==> src/rtl/spi_ctrl_pkg.sv <==
// Shared definitions for the SPI burst arbiter.
//   burst_state_t  : burst sequencer states
//   SPI_BYTE_W     : SPI frame width in bits
//   MAX_REQ        : largest supported client count (sizes onehot_to_idx)
//   onehot_to_idx  : index of the set bit of a one-hot vector (0 when empty)
package spi_ctrl_pkg;

    localparam int SPI_BYTE_W = 8;
    localparam int MAX_REQ    = 8;

    typedef enum logic [2:0] {
        S_IDLE,
        S_CS_SETUP,
        S_WAIT_TX,
        S_START,
        S_WAIT_DONE,
        S_GAP,
        S_CS_HOLD
    } burst_state_t;

    // OR-reduction of the indices of all set bits; exact for one-hot input.
    function automatic logic [2:0] onehot_to_idx(input logic [MAX_REQ-1:0] oh);
        logic [2:0] idx;
        idx = '0;
        for (int i = 0; i < MAX_REQ; i++) begin
            if (oh[i]) begin
                idx = idx | 3'(i);
            end
        end
        return idx;
    endfunction

endpackage

==> src/rtl/spi_burst_arbiter_if.sv <==
// Bundle of client-side and spi_master-side signals of the burst arbiter.
//   master modport : the arbiter (drives grant/handshake/CS and the master's start)
//   slave  modport : clients plus the spi_master (drive requests, TX bytes, RX/status)
interface spi_burst_arbiter_if #(
    parameter int NUM_REQ = 4,
    parameter int LEN_W   = 4
);
    import spi_ctrl_pkg::*;

    logic [NUM_REQ-1:0]            req;
    logic [NUM_REQ*LEN_W-1:0]      req_len;
    logic [NUM_REQ-1:0]            grant;
    logic [NUM_REQ-1:0]            tx_valid;
    logic [NUM_REQ*SPI_BYTE_W-1:0] tx_data;
    logic [NUM_REQ-1:0]            tx_ready;
    logic [NUM_REQ-1:0]            rx_valid;
    logic [SPI_BYTE_W-1:0]         rx_data;
    logic [NUM_REQ-1:0]            burst_done;
    logic [NUM_REQ-1:0]            cs_n;
    logic                          m_start;
    logic [SPI_BYTE_W-1:0]         m_tx_data;
    logic [SPI_BYTE_W-1:0]         m_rx_data;
    logic                          m_busy;
    logic                          m_done;

    modport master (
        input  req, req_len, tx_valid, tx_data, m_rx_data, m_busy, m_done,
        output grant, tx_ready, rx_valid, rx_data, burst_done, cs_n, m_start, m_tx_data
    );

    modport slave (
        output req, req_len, tx_valid, tx_data, m_rx_data, m_busy, m_done,
        input  grant, tx_ready, rx_valid, rx_data, burst_done, cs_n, m_start, m_tx_data
    );

endinterface

==> src/rtl/spi_rr_arbiter.sv <==
// Combinational round-robin pick. Search starts at ptr_i+1 and wraps, so the
// client at ptr_i (the previous owner) has the lowest priority.
//   req_i    : request vector
//   ptr_i    : index of the previous winner
//   winner_o : one-hot winner (zero when no request)
//   valid_o  : at least one request present
module spi_rr_arbiter #(
    parameter int NUM_REQ = 4,
    parameter int IDX_W   = $clog2(NUM_REQ)
) (
    input  logic [NUM_REQ-1:0] req_i,
    input  logic [IDX_W-1:0]   ptr_i,
    output logic [NUM_REQ-1:0] winner_o,
    output logic               valid_o
);

    logic [IDX_W-1:0] idx;

    // Walk from lowest to highest priority; the last hit overwrites earlier ones.
    always_comb begin
        winner_o = '0;
        valid_o  = 1'b0;
        idx      = '0;
        for (int k = NUM_REQ; k >= 1; k--) begin
            idx = IDX_W'((int'(ptr_i) + k) % NUM_REQ);
            if (req_i[idx]) begin
                winner_o      = '0;
                winner_o[idx] = 1'b1;
                valid_o       = 1'b1;
            end
        end
    end

endmodule

==> src/rtl/spi_burst_arbiter.sv <==
// Shares one Mode-0 8-bit spi_master among NUM_REQ clients. Each grant is a
// burst of req_len+1 bytes with the client's cs_n held low throughout; the
// master's own ss_n is not used because it toggles per byte.
//   clk, rst : clock, synchronous active-high reset
//   bus      : client handshake (req/req_len/grant/tx_*/rx_*/burst_done/cs_n)
//              and spi_master handshake (m_start/m_tx_data/m_rx_data/m_busy/m_done)
module spi_burst_arbiter
    import spi_ctrl_pkg::*;
#(
    parameter int NUM_REQ      = 4,
    parameter int LEN_W        = 4,
    parameter int CS_SETUP_CYC = 2,
    parameter int CS_HOLD_CYC  = 2,
    parameter int GAP_CYC      = 1
) (
    input  logic                clk,
    input  logic                rst,
    spi_burst_arbiter_if.master bus
);

    localparam int IDX_W   = $clog2(NUM_REQ);
    localparam int CNT_MAX0 = (CS_SETUP_CYC > CS_HOLD_CYC) ? CS_SETUP_CYC : CS_HOLD_CYC;
    localparam int CNT_MAX1 = (CNT_MAX0 > GAP_CYC) ? CNT_MAX0 : GAP_CYC;
    localparam int CNT_MAX  = (CNT_MAX1 > 1) ? CNT_MAX1 : 1;
    localparam int CNT_W    = $clog2(CNT_MAX + 1);

    burst_state_t          state_q;
    logic [NUM_REQ-1:0]    grant_q;
    logic [IDX_W-1:0]      ptr_q;
    logic [LEN_W-1:0]      byte_cnt_q;
    logic [CNT_W-1:0]      cyc_cnt_q;
    logic [NUM_REQ-1:0]    tx_ready_q;
    logic [NUM_REQ-1:0]    rx_valid_q;
    logic [SPI_BYTE_W-1:0] rx_data_q;
    logic [NUM_REQ-1:0]    burst_done_q;
    logic [NUM_REQ-1:0]    cs_n_q;
    logic                  m_start_q;
    logic [SPI_BYTE_W-1:0] m_tx_data_q;

    logic [SPI_BYTE_W-1:0] tx_bytes [NUM_REQ];
    logic [LEN_W-1:0]      len_arr  [NUM_REQ];
    logic [NUM_REQ-1:0]    arb_winner;
    logic                  arb_valid;
    logic [IDX_W-1:0]      w_idx;
    logic [IDX_W-1:0]      g_idx;
    logic [NUM_REQ-1:0]    ready_d;

    genvar gi;
    generate
        for (gi = 0; gi < NUM_REQ; gi++) begin : g_unpack
            assign tx_bytes[gi] = bus.tx_data[gi*SPI_BYTE_W +: SPI_BYTE_W];
            assign len_arr[gi]  = bus.req_len[gi*LEN_W +: LEN_W];
        end
    endgenerate

    spi_rr_arbiter #(
        .NUM_REQ (NUM_REQ),
        .IDX_W   (IDX_W)
    ) u_rr (
        .req_i    (bus.req),
        .ptr_i    (ptr_q),
        .winner_o (arb_winner),
        .valid_o  (arb_valid)
    );

    assign w_idx = IDX_W'(onehot_to_idx(MAX_REQ'(arb_winner)));
    assign g_idx = IDX_W'(onehot_to_idx(MAX_REQ'(grant_q)));

    // tx_ready is only offered while the master is idle.
    assign ready_d = bus.m_busy ? '0 : grant_q;

    always_ff @(posedge clk) begin
        if (rst) begin
            state_q      <= S_IDLE;
            grant_q      <= '0;
            ptr_q        <= IDX_W'(NUM_REQ - 1);
            byte_cnt_q   <= '0;
            cyc_cnt_q    <= '0;
            tx_ready_q   <= '0;
            rx_valid_q   <= '0;
            rx_data_q    <= '0;
            burst_done_q <= '0;
            cs_n_q       <= '1;
            m_start_q    <= 1'b0;
            m_tx_data_q  <= '0;
        end else begin
            rx_valid_q   <= '0;
            burst_done_q <= '0;
            m_start_q    <= 1'b0;
            case (state_q)
                S_IDLE: begin
                    if (arb_valid) begin
                        grant_q    <= arb_winner;
                        cs_n_q     <= ~arb_winner;
                        ptr_q      <= w_idx;
                        byte_cnt_q <= len_arr[w_idx];
                        cyc_cnt_q  <= '0;
                        if (CS_SETUP_CYC == 0) begin
                            tx_ready_q <= bus.m_busy ? '0 : arb_winner;
                            state_q    <= S_WAIT_TX;
                        end else begin
                            state_q <= S_CS_SETUP;
                        end
                    end
                end
                S_CS_SETUP: begin
                    if (cyc_cnt_q == CNT_W'(CS_SETUP_CYC - 1)) begin
                        tx_ready_q <= ready_d;
                        state_q    <= S_WAIT_TX;
                    end else begin
                        cyc_cnt_q <= cyc_cnt_q + 1'b1;
                    end
                end
                S_WAIT_TX: begin
                    if (|(bus.tx_valid & tx_ready_q)) begin
                        m_tx_data_q <= tx_bytes[g_idx];
                        tx_ready_q  <= '0;
                        m_start_q   <= 1'b1;
                        state_q     <= S_START;
                    end else begin
                        tx_ready_q <= ready_d;
                    end
                end
                S_START: begin
                    state_q <= S_WAIT_DONE;
                end
                S_WAIT_DONE: begin
                    if (bus.m_done) begin
                        rx_data_q  <= bus.m_rx_data;
                        rx_valid_q <= grant_q;
                        cyc_cnt_q  <= '0;
                        if (byte_cnt_q == '0) begin
                            if (CS_HOLD_CYC == 0) begin
                                cs_n_q       <= '1;
                                grant_q      <= '0;
                                burst_done_q <= grant_q;
                                state_q      <= S_IDLE;
                            end else begin
                                state_q <= S_CS_HOLD;
                            end
                        end else begin
                            byte_cnt_q <= byte_cnt_q - 1'b1;
                            if (GAP_CYC == 0) begin
                                tx_ready_q <= ready_d;
                                state_q    <= S_WAIT_TX;
                            end else begin
                                state_q <= S_GAP;
                            end
                        end
                    end
                end
                S_GAP: begin
                    if (cyc_cnt_q == CNT_W'(GAP_CYC - 1)) begin
                        tx_ready_q <= ready_d;
                        state_q    <= S_WAIT_TX;
                    end else begin
                        cyc_cnt_q <= cyc_cnt_q + 1'b1;
                    end
                end
                S_CS_HOLD: begin
                    if (cyc_cnt_q == CNT_W'(CS_HOLD_CYC - 1)) begin
                        cs_n_q       <= '1;
                        grant_q      <= '0;
                        burst_done_q <= grant_q;
                        state_q      <= S_IDLE;
                    end else begin
                        cyc_cnt_q <= cyc_cnt_q + 1'b1;
                    end
                end
                default: begin
                    state_q <= S_IDLE;
                end
            endcase
        end
    end

    assign bus.grant      = grant_q;
    assign bus.tx_ready   = tx_ready_q;
    assign bus.rx_valid   = rx_valid_q;
    assign bus.rx_data    = rx_data_q;
    assign bus.burst_done = burst_done_q;
    assign bus.cs_n       = cs_n_q;
    assign bus.m_start    = m_start_q;
    assign bus.m_tx_data  = m_tx_data_q;

endmodule

==> src/flat_wrapper.sv <==
// flat-port wrapper written by rule: the top's interface ports become plain ports
module spi_burst_arbiter_flat import spi_ctrl_pkg::*;
#(
    parameter int NUM_REQ      = 4,
    parameter int LEN_W        = 4,
    parameter int CS_SETUP_CYC = 2,
    parameter int CS_HOLD_CYC  = 2,
    parameter int GAP_CYC      = 1
)
  (clk, rst, bus_req, bus_req_len, bus_tx_valid, bus_tx_data, bus_m_rx_data, bus_m_busy, bus_m_done, bus_grant, bus_tx_ready, bus_rx_valid, bus_rx_data, bus_burst_done, bus_cs_n, bus_m_start, bus_m_tx_data);
  spi_burst_arbiter_if #(.NUM_REQ(NUM_REQ), .LEN_W(LEN_W)) bus_i ();
  input  logic clk;
  input  logic rst;
  input wire logic [$bits(bus_i.req)-1:0] bus_req;
  input wire logic [$bits(bus_i.req_len)-1:0] bus_req_len;
  input wire logic [$bits(bus_i.tx_valid)-1:0] bus_tx_valid;
  input wire logic [$bits(bus_i.tx_data)-1:0] bus_tx_data;
  input wire logic [$bits(bus_i.m_rx_data)-1:0] bus_m_rx_data;
  input wire logic [$bits(bus_i.m_busy)-1:0] bus_m_busy;
  input wire logic [$bits(bus_i.m_done)-1:0] bus_m_done;
  output wire logic [$bits(bus_i.grant)-1:0] bus_grant;
  output wire logic [$bits(bus_i.tx_ready)-1:0] bus_tx_ready;
  output wire logic [$bits(bus_i.rx_valid)-1:0] bus_rx_valid;
  output wire logic [$bits(bus_i.rx_data)-1:0] bus_rx_data;
  output wire logic [$bits(bus_i.burst_done)-1:0] bus_burst_done;
  output wire logic [$bits(bus_i.cs_n)-1:0] bus_cs_n;
  output wire logic [$bits(bus_i.m_start)-1:0] bus_m_start;
  output wire logic [$bits(bus_i.m_tx_data)-1:0] bus_m_tx_data;
  assign bus_i.req = bus_req;
  assign bus_i.req_len = bus_req_len;
  assign bus_i.tx_valid = bus_tx_valid;
  assign bus_i.tx_data = bus_tx_data;
  assign bus_i.m_rx_data = bus_m_rx_data;
  assign bus_i.m_busy = bus_m_busy;
  assign bus_i.m_done = bus_m_done;
  assign bus_grant = bus_i.grant;
  assign bus_tx_ready = bus_i.tx_ready;
  assign bus_rx_valid = bus_i.rx_valid;
  assign bus_rx_data = bus_i.rx_data;
  assign bus_burst_done = bus_i.burst_done;
  assign bus_cs_n = bus_i.cs_n;
  assign bus_m_start = bus_i.m_start;
  assign bus_m_tx_data = bus_i.m_tx_data;
  spi_burst_arbiter #(.NUM_REQ(NUM_REQ), .LEN_W(LEN_W), .CS_SETUP_CYC(CS_SETUP_CYC), .CS_HOLD_CYC(CS_HOLD_CYC), .GAP_CYC(GAP_CYC)) u_core (.clk(clk), .rst(rst), .bus(bus_i));
endmodule
==> config.mk <==
export PLATFORM = sky130hd
export DESIGN_NAME = spi_burst_arbiter_flat
export DESIGN_NICKNAME = d
export VERILOG_FILES = /design/src/rtl/spi_ctrl_pkg.sv /design/src/rtl/spi_burst_arbiter_if.sv /design/src/rtl/spi_rr_arbiter.sv /design/src/rtl/spi_burst_arbiter.sv /design/src/flat_wrapper.sv
export SDC_FILE = /design/constraint.sdc
export NUM_CORES = 1
export LEC_CHECK = 0
export BUFFER_PORTS_ARGS = -buffer_cell sky130_fd_sc_hd__buf_2
export CORE_ASPECT_RATIO = 0.5
export CORE_MARGIN = 5
export CORE_UTILIZATION = 29
export CTS_CLUSTER_DIAMETER = 60
export DETAILED_ROUTE_END_ITERATION = 8
export GPL_TIMING_DRIVEN = 0
export SYNTH_ARGS = -nofsm -noshare
export SYNTH_HDL_FRONTEND = slang
export SYNTH_HIERARCHICAL = 1
export SYNTH_SLANG_ARGS = --single-unit
==> constraint.sdc <==
create_clock -name clk -period 3.7 [get_ports clk]
set_clock_uncertainty 0.05 [all_clocks]
set_input_delay 0.185 -clock clk [delete_from_list [all_inputs] [get_ports clk]]
set_output_delay 0.185 -clock clk [all_outputs]
set_load 0.01 [all_outputs]
* Yosys cells after proc, flatten, opt, wreduce, memory -nomap -nowiden
Cells that the tools add are included.
** Operators by class
- Reductions and logical operators :: 24
- Equality and inequality tests :: 16
- Add/subtract/negate cells :: 6
- Bitwise operators :: 9
- Order comparisons :: 10
- Mux-type cells :: 65
** Operators with widths (number)
- $mux W4 :: 17
- $pmux W4 S2 :: 3
- $pmux W3 S7 :: 1
- $mux W2 :: 9
- $mux W3 :: 6
- $bmux W8 S2 :: 1
- $mux W8 :: 2
- $mux W1 :: 15
- $lt A2 B3 Y1 const B :: 4
- $pmux W4 S3 :: 1
- $ne A2 B1 Y1 const B :: 5
- $eq A3 B3 Y1 const B :: 3
- $bmux W1 S2 :: 4
- $bmux W4 S2 :: 1
- $demux W1 S2 :: 4
- $ge A2 B1 Y1 const B :: 4
- $ne A2 B2 Y1 const B :: 4
- $pmux W2 S4 :: 1
- $add A2 B1 Y2 const B :: 3
- $eq A3 B2 Y1 const B :: 2
- $ge A3 B3 Y1 const B :: 2
- $not A2 Y3 :: 2
- $reduce_and A2 Y1 :: 3
- $reduce_and A3 Y1 :: 2
- other kinds (20) :: 31
** Word-level totals
- Output and inout port bits :: 37
- Register bits :: 48
- Word-level logic and storage cells :: 142

* Longest topological paths before layout
- Depth after elaboration :: 18
- Gate-level depth with buffers :: 12

* By module
Netlist, hierarchy kept.
** By module, submodules not included
- spi_burst_arbiter :: sequential area each 960.9 um2, instances 1, cells each 290, area an instance 2453.6 um2
- spi_rr_arbiter :: sequential area each 0.0 um2, instances 1, cells each 46, area an instance 407.9 um2

* Least setup slack after synthesis
OpenSTA, ideal clock, no wires.
- Kind :: reg-to-reg
- From :: register u_core.ptr_q[1]
- To :: register u_core.byte_cnt_q[1]
- Arrival :: 2.658 ns
- Path slack :: 0.858 ns
- Cell stages (with the launch flop) :: 12
- Cells stage by stage :: dfxtp_1 -> clkbuf_1 -> inv_1 -> ha_1 -> mux4_2 -> nor2b_4 -> nand2_1 -> a31oi_1 -> nor2_1 -> mux2_2 -> o211ai_1 -> a211oi_1
** Between the ends
- Elaborated cells between the ends (all ways) :: 51
** RTL lines
- from (decl) :: line spi_burst_arbiter.sv:29 : logic [IDX_W-1:0] ptr_q;
- from (signal assigned) :: line spi_burst_arbiter.sv:76 : ptr_q <= IDX_W'(NUM_REQ - 1);
- from (signal assigned) :: line spi_burst_arbiter.sv:95 : ptr_q <= w_idx;
- $add A2 B1 Y2 :: line spi_rr_arbiter.sv:25 : idx = IDX_W'((int'(ptr_i) + k) % NUM_REQ);
- $lt A2 B3 Y1 (not written as such) / $ge A2 B1 Y1 (equally long branches) :: line spi_rr_arbiter.sv:28 : winner_o[idx] = 1'b1;
- $logic_and A1 B1 Y1 (not written as such) :: line spi_rr_arbiter.sv:28
- $mux W1 (not written as such) :: line spi_rr_arbiter.sv:28
- $demux W1 S2 :: line spi_rr_arbiter.sv:28
- $mux W4 (3 in series) :: line spi_rr_arbiter.sv:26 : if (req_i[idx]) begin
- $mux W4 * :: line spi_rr_arbiter.sv:26
- named net u_core.arb_winner[3] :: line spi_burst_arbiter.sv:42 : logic [NUM_REQ-1:0] arb_winner;
- $mux W2 * :: line spi_ctrl_pkg.sv:26 : if (oh[i]) begin
- $not A2 Y3 (not written as such) * :: line spi_burst_arbiter.sv:96 : byte_cnt_q <= len_arr[w_idx];
- $bmux W4 S2 * :: line spi_burst_arbiter.sv:96
- $mux W4 (not written as such) * (2 in series) :: line spi_burst_arbiter.sv:96
- $mux W4 * :: line spi_burst_arbiter.sv:92 : if (arb_valid) begin
- $pmux W4 S2 * :: line spi_burst_arbiter.sv:90 : case (state_q)
- to (signal assigned) :: line spi_burst_arbiter.sv:96
- to (signal assigned) :: line spi_burst_arbiter.sv:142 : byte_cnt_q <= byte_cnt_q - 1'b1;
- to (decl) :: line spi_burst_arbiter.sv:30 : logic [LEN_W-1:0] byte_cnt_q;
The timed path passes the listed nets; every way through them passes the cells marked *. The select of a mux whose other input is x is not followed.
A chain may end at the register's enable or synchronous reset.

* Worst setup path in the final report
Ends and elaborated chain as after synthesis.

==> flow_summary.yaml <==
run_status:
  outcome: "finished clean"
route:
  routedWlPerCell_microns: 13.9
  viasPerCell: 4.85
  drtAntennaViolNets: 0
  drt_pass1_iterations: 4
  vias: 2828
  drt_wl_total_mm: 8.11
  drtIter0Drc: 106
  remaining_drc_errors: 0
die:
  start_util_pct: 30.0
  rows: 25
  core_area_sq_um: 9540
  die_h_microns: 80.2
  io_pins: 105
  chipWidth_microns: 150
  dieArea_sq_um: 12100
cts:
  cts.hold.buffers_added: 0
  root_buffer: "clkbuf_16"
  cts_buffer_depth: 2
  insertion_delay_ns: 0.28
  cts_tree: "built"
  clock_sinks: 48
  cts_resized: 0
  post_cts_buffers: 0
  cts.htree.levels: 2
  clk_pin_slew_worst_paths_ns: 0.06
  cts_made_buffers: 5
power_and_ir_drop:
  peakVddDrop_mv: 0.232
  p_int_mw: 1.45
  combPwrFrac_pct: 54.0
  sequentialPowerShare_pct: 27.7
  power_switching_mw: 1.04
  power.density_nw_per_um2: 671
  switching_share_pct: 41.7
  clkPwrFrac_pct: 18.3
  total_leakage_power_nw: 1.61
sta:
  hold_slack_ns: 0.0851
  fin_setup_tns_ns: 0
  fmax_ghz: 0.307
  period_share_pct: 87.9
  rsz0062_at_grt: "false"
  tightest_slew_ns: 0.626
  drv_slew: 0
  hold_viol: 0
  fin_crit_ns: 3.25
  relSlewSlack_pct: 58.2
  setup_viol: 0
setup_path:
  path_cells: "clkbuf_1, inv_1, ha_1, mux4_2, nor2b_4, nand2_1, a31oi_1, nor2_1, mux2_2, o211ai_1, a211oi_1"
  worstReg2RegStart: "u_core/ptr_q[1]"
  critical_path_class: "flip-flop to flip-flop"
  cp_max_fo: 7
  cp.arrival_ns: 3.35
  cp-start-kind: "flip-flop"
  r2r_setup_slack_ns: 0.45
  reg2regPathDepth: 11
  timing.rr.end: "u_core/byte_cnt_q[1]"
  required_ns: 3.79
  cp-end-kind: "flip-flop"
  crit_path_max_incr_delay_ns: 0.49
  cp_slowest_cell: "a31oi_1"
hold_path:
  min_to: "u_core/bus.rx_data[2]"
  holdPathStages: 3
  worstHoldStart: "bus_m_rx_data[2]"
  hp-class: "primary input to flip-flop"
yosys:
  synth_seq_area_share_pct: 33.6
  syn_inst: 336
  synth_top_area_share_pct: 33.6
  syn_area_per_cell_sq_um: 8.52
  syn_nets: 413
  syn_area_sq_um: 2860
  yosys_warnings: 6
  synth_edf_count: 0
  ys_types: 52
  synth_area_leaders: "dfxtp_1 34%, nand2_1 6.2%, a21oi_1 5.4%, mux2i_1 4.2%, ha_1 3.9%"
  async_flop_share_pct: 0
  synthFlopType: "dfxtp_1"
  synth_seq_cells: 48
  synth_top_area_cell: "dfxtp_1"
place:
  io_buffer_count: 104
  place.gp.congestion: 0.857
  place_hpwl_mm: 6.36
global_route:
  grt_start_max_net_pins: 15
  grt_pass1_vias: 2719
  antenna_found_initial: 0
  grt_usage_pct: 13.4
  grt_overflow: 0
  grt_first_pass_wirelength_mm: 13.1
cells_and_area:
  final_common_cell: "buf_2"
  diodes: 0
  layout_common_cells: "111 x buf_2, 48 x dfxtp_1, 47 x nand2_1"
  fill_cells: 1016
  drive_above_1_share_pct: 32.4
  area_growth_pct: 29.3
  num-nets-final: 524
flow_run:
  drv_cap: 0
[registers in the layout, indices dropped and copies added, names as in the netlist, 3 cells and up]
signal and flops:
u_core/bus.m_tx_data 8, u_core/bus.rx_data 8, u_core/bus.burst_done 4, u_core/bus.cs_n 4, u_core/bus.grant 4, u_core/bus.rx_valid 4
u_core/bus.tx_ready 4, u_core/byte_cnt_q 4, u_core/state_q 3
[worst max-delay path, delay by kind of cell (launching register included)]
family,cells,cell delay (ns)
buffers and inverters,2,0.39
multiplexers,2,0.72
adder cells (fa/ha/maj),1,0.39
AO/OA/AOI/OAI,3,0.75
flip-flops,1,0.45
AND/OR/NAND/NOR,3,0.38
[layer usage]
metal	routed length (microns)	track usage, %	up-vias
met5	0	0	-
met4	107	3.92	0
met3	358	2.42	8
met2	3840	23.0	63
met1	3800	17.3	1314
li1	-	-	1443
[cells by family after synthesis]
logic type	after synthesis	share of synthesized area, %
AO/OA/AOI/OAI	100	24.4
AND/OR/NAND/NOR	120	21.4
multiplexers	26	11.3
buffers and inverters	33	5.42
adder cells (fa/ha/maj)	9	3.94
flip-flops	48	33.6
[area by class of cell]
cell class | instances | area, sq um | area share, %
inverters | 11 | 41.3 | 1.12
plain buffers | 22 | 114 | 3.08
multi-input cells | 255 | 1750 | 47.2
flip-flops and latches | 48 | 961 | 26.0
clock buffers | 7 | 143 | 3.85
repair buffers | 104 | 520 | 14.1
well taps | 135 | 169 | 4.56
clock inverters | 1 | 7.51 | 0.203
[power by group through the flow]
stage                     clock network [mW]  logic (mW)  registers [mW]
after floorplan                            0        1.00           0.700
after global placement                     0        1.33           0.697
after detailed placement                   0        1.34           0.698
after CTS                              0.471        1.35           0.689
after global routing                   0.497        1.50           0.701
final                                  0.454        1.34           0.688
[how the worst max path moves through the flow]
stage | from | endpoint | slack, ns | cells past startpoint
finish | u_core/ptr_q[1] | u_core/byte_cnt_q[1] | 0.45 | 11
global route | u_core/ptr_q[1] | u_core/byte_cnt_q[2] | 0.12 | 11
CTS | u_core/ptr_q[1] | u_core/byte_cnt_q[1] | 0.41 | 11
detailed placement | u_core/ptr_q[1] | u_core/byte_cnt_q[1] | 0.43 | 11
global placement | u_core/ptr_q[1] | u_core/byte_cnt_q[1] | 0.41 | 11
floorplan | u_core/ptr_q[1] | u_core/byte_cnt_q[1] | 0.86 | 11
[synthesized netlist by cell type (2+ instances only)]
master      n
a211o_1     5
a211oi_1    9
a211oi_2    2
a21o_1      2
a21oi_1    31
a22o_1      8
a22oi_1    10
a31oi_1     5
and2_1      8
buf_2       7
buf_6       3
clkbuf_1   12
dfxtp_1    48
ha_1        9
inv_1      10
mux2_2     10
mux2i_1    12
mux4_2      4
nand2_1    47
nand2b_1    6
nand3_1     6
nand3b_1    2
nand4b_1    5
nor2_1     27
nor2b_1     4
nor3_1      4
nor3b_1     2
o2111ai_1   2
o21a_1      2
o21ai_0     7
o22ai_1     6
[through the flow]
step / std cells / cell area (sq um) / power, mW / setup WS [ns] / utilization, %
after floorplan: 336 / 2860 / 1.70 / 0.858 / -
after global placement: 575 / 3550 / 2.03 / 0.408 / 37.2
after detailed placement: 575 / 3550 / 2.04 / 0.431 / 37.2
after CTS: 583 / 3700 / 2.51 / 0.408 / 38.8
after global routing: 583 / 3700 / 2.70 / 0.118 / 38.8
final: 583 / 3700 / 2.48 / 0.446 / 38.8
Note: power is estimated with default switching activity, not from simulation.
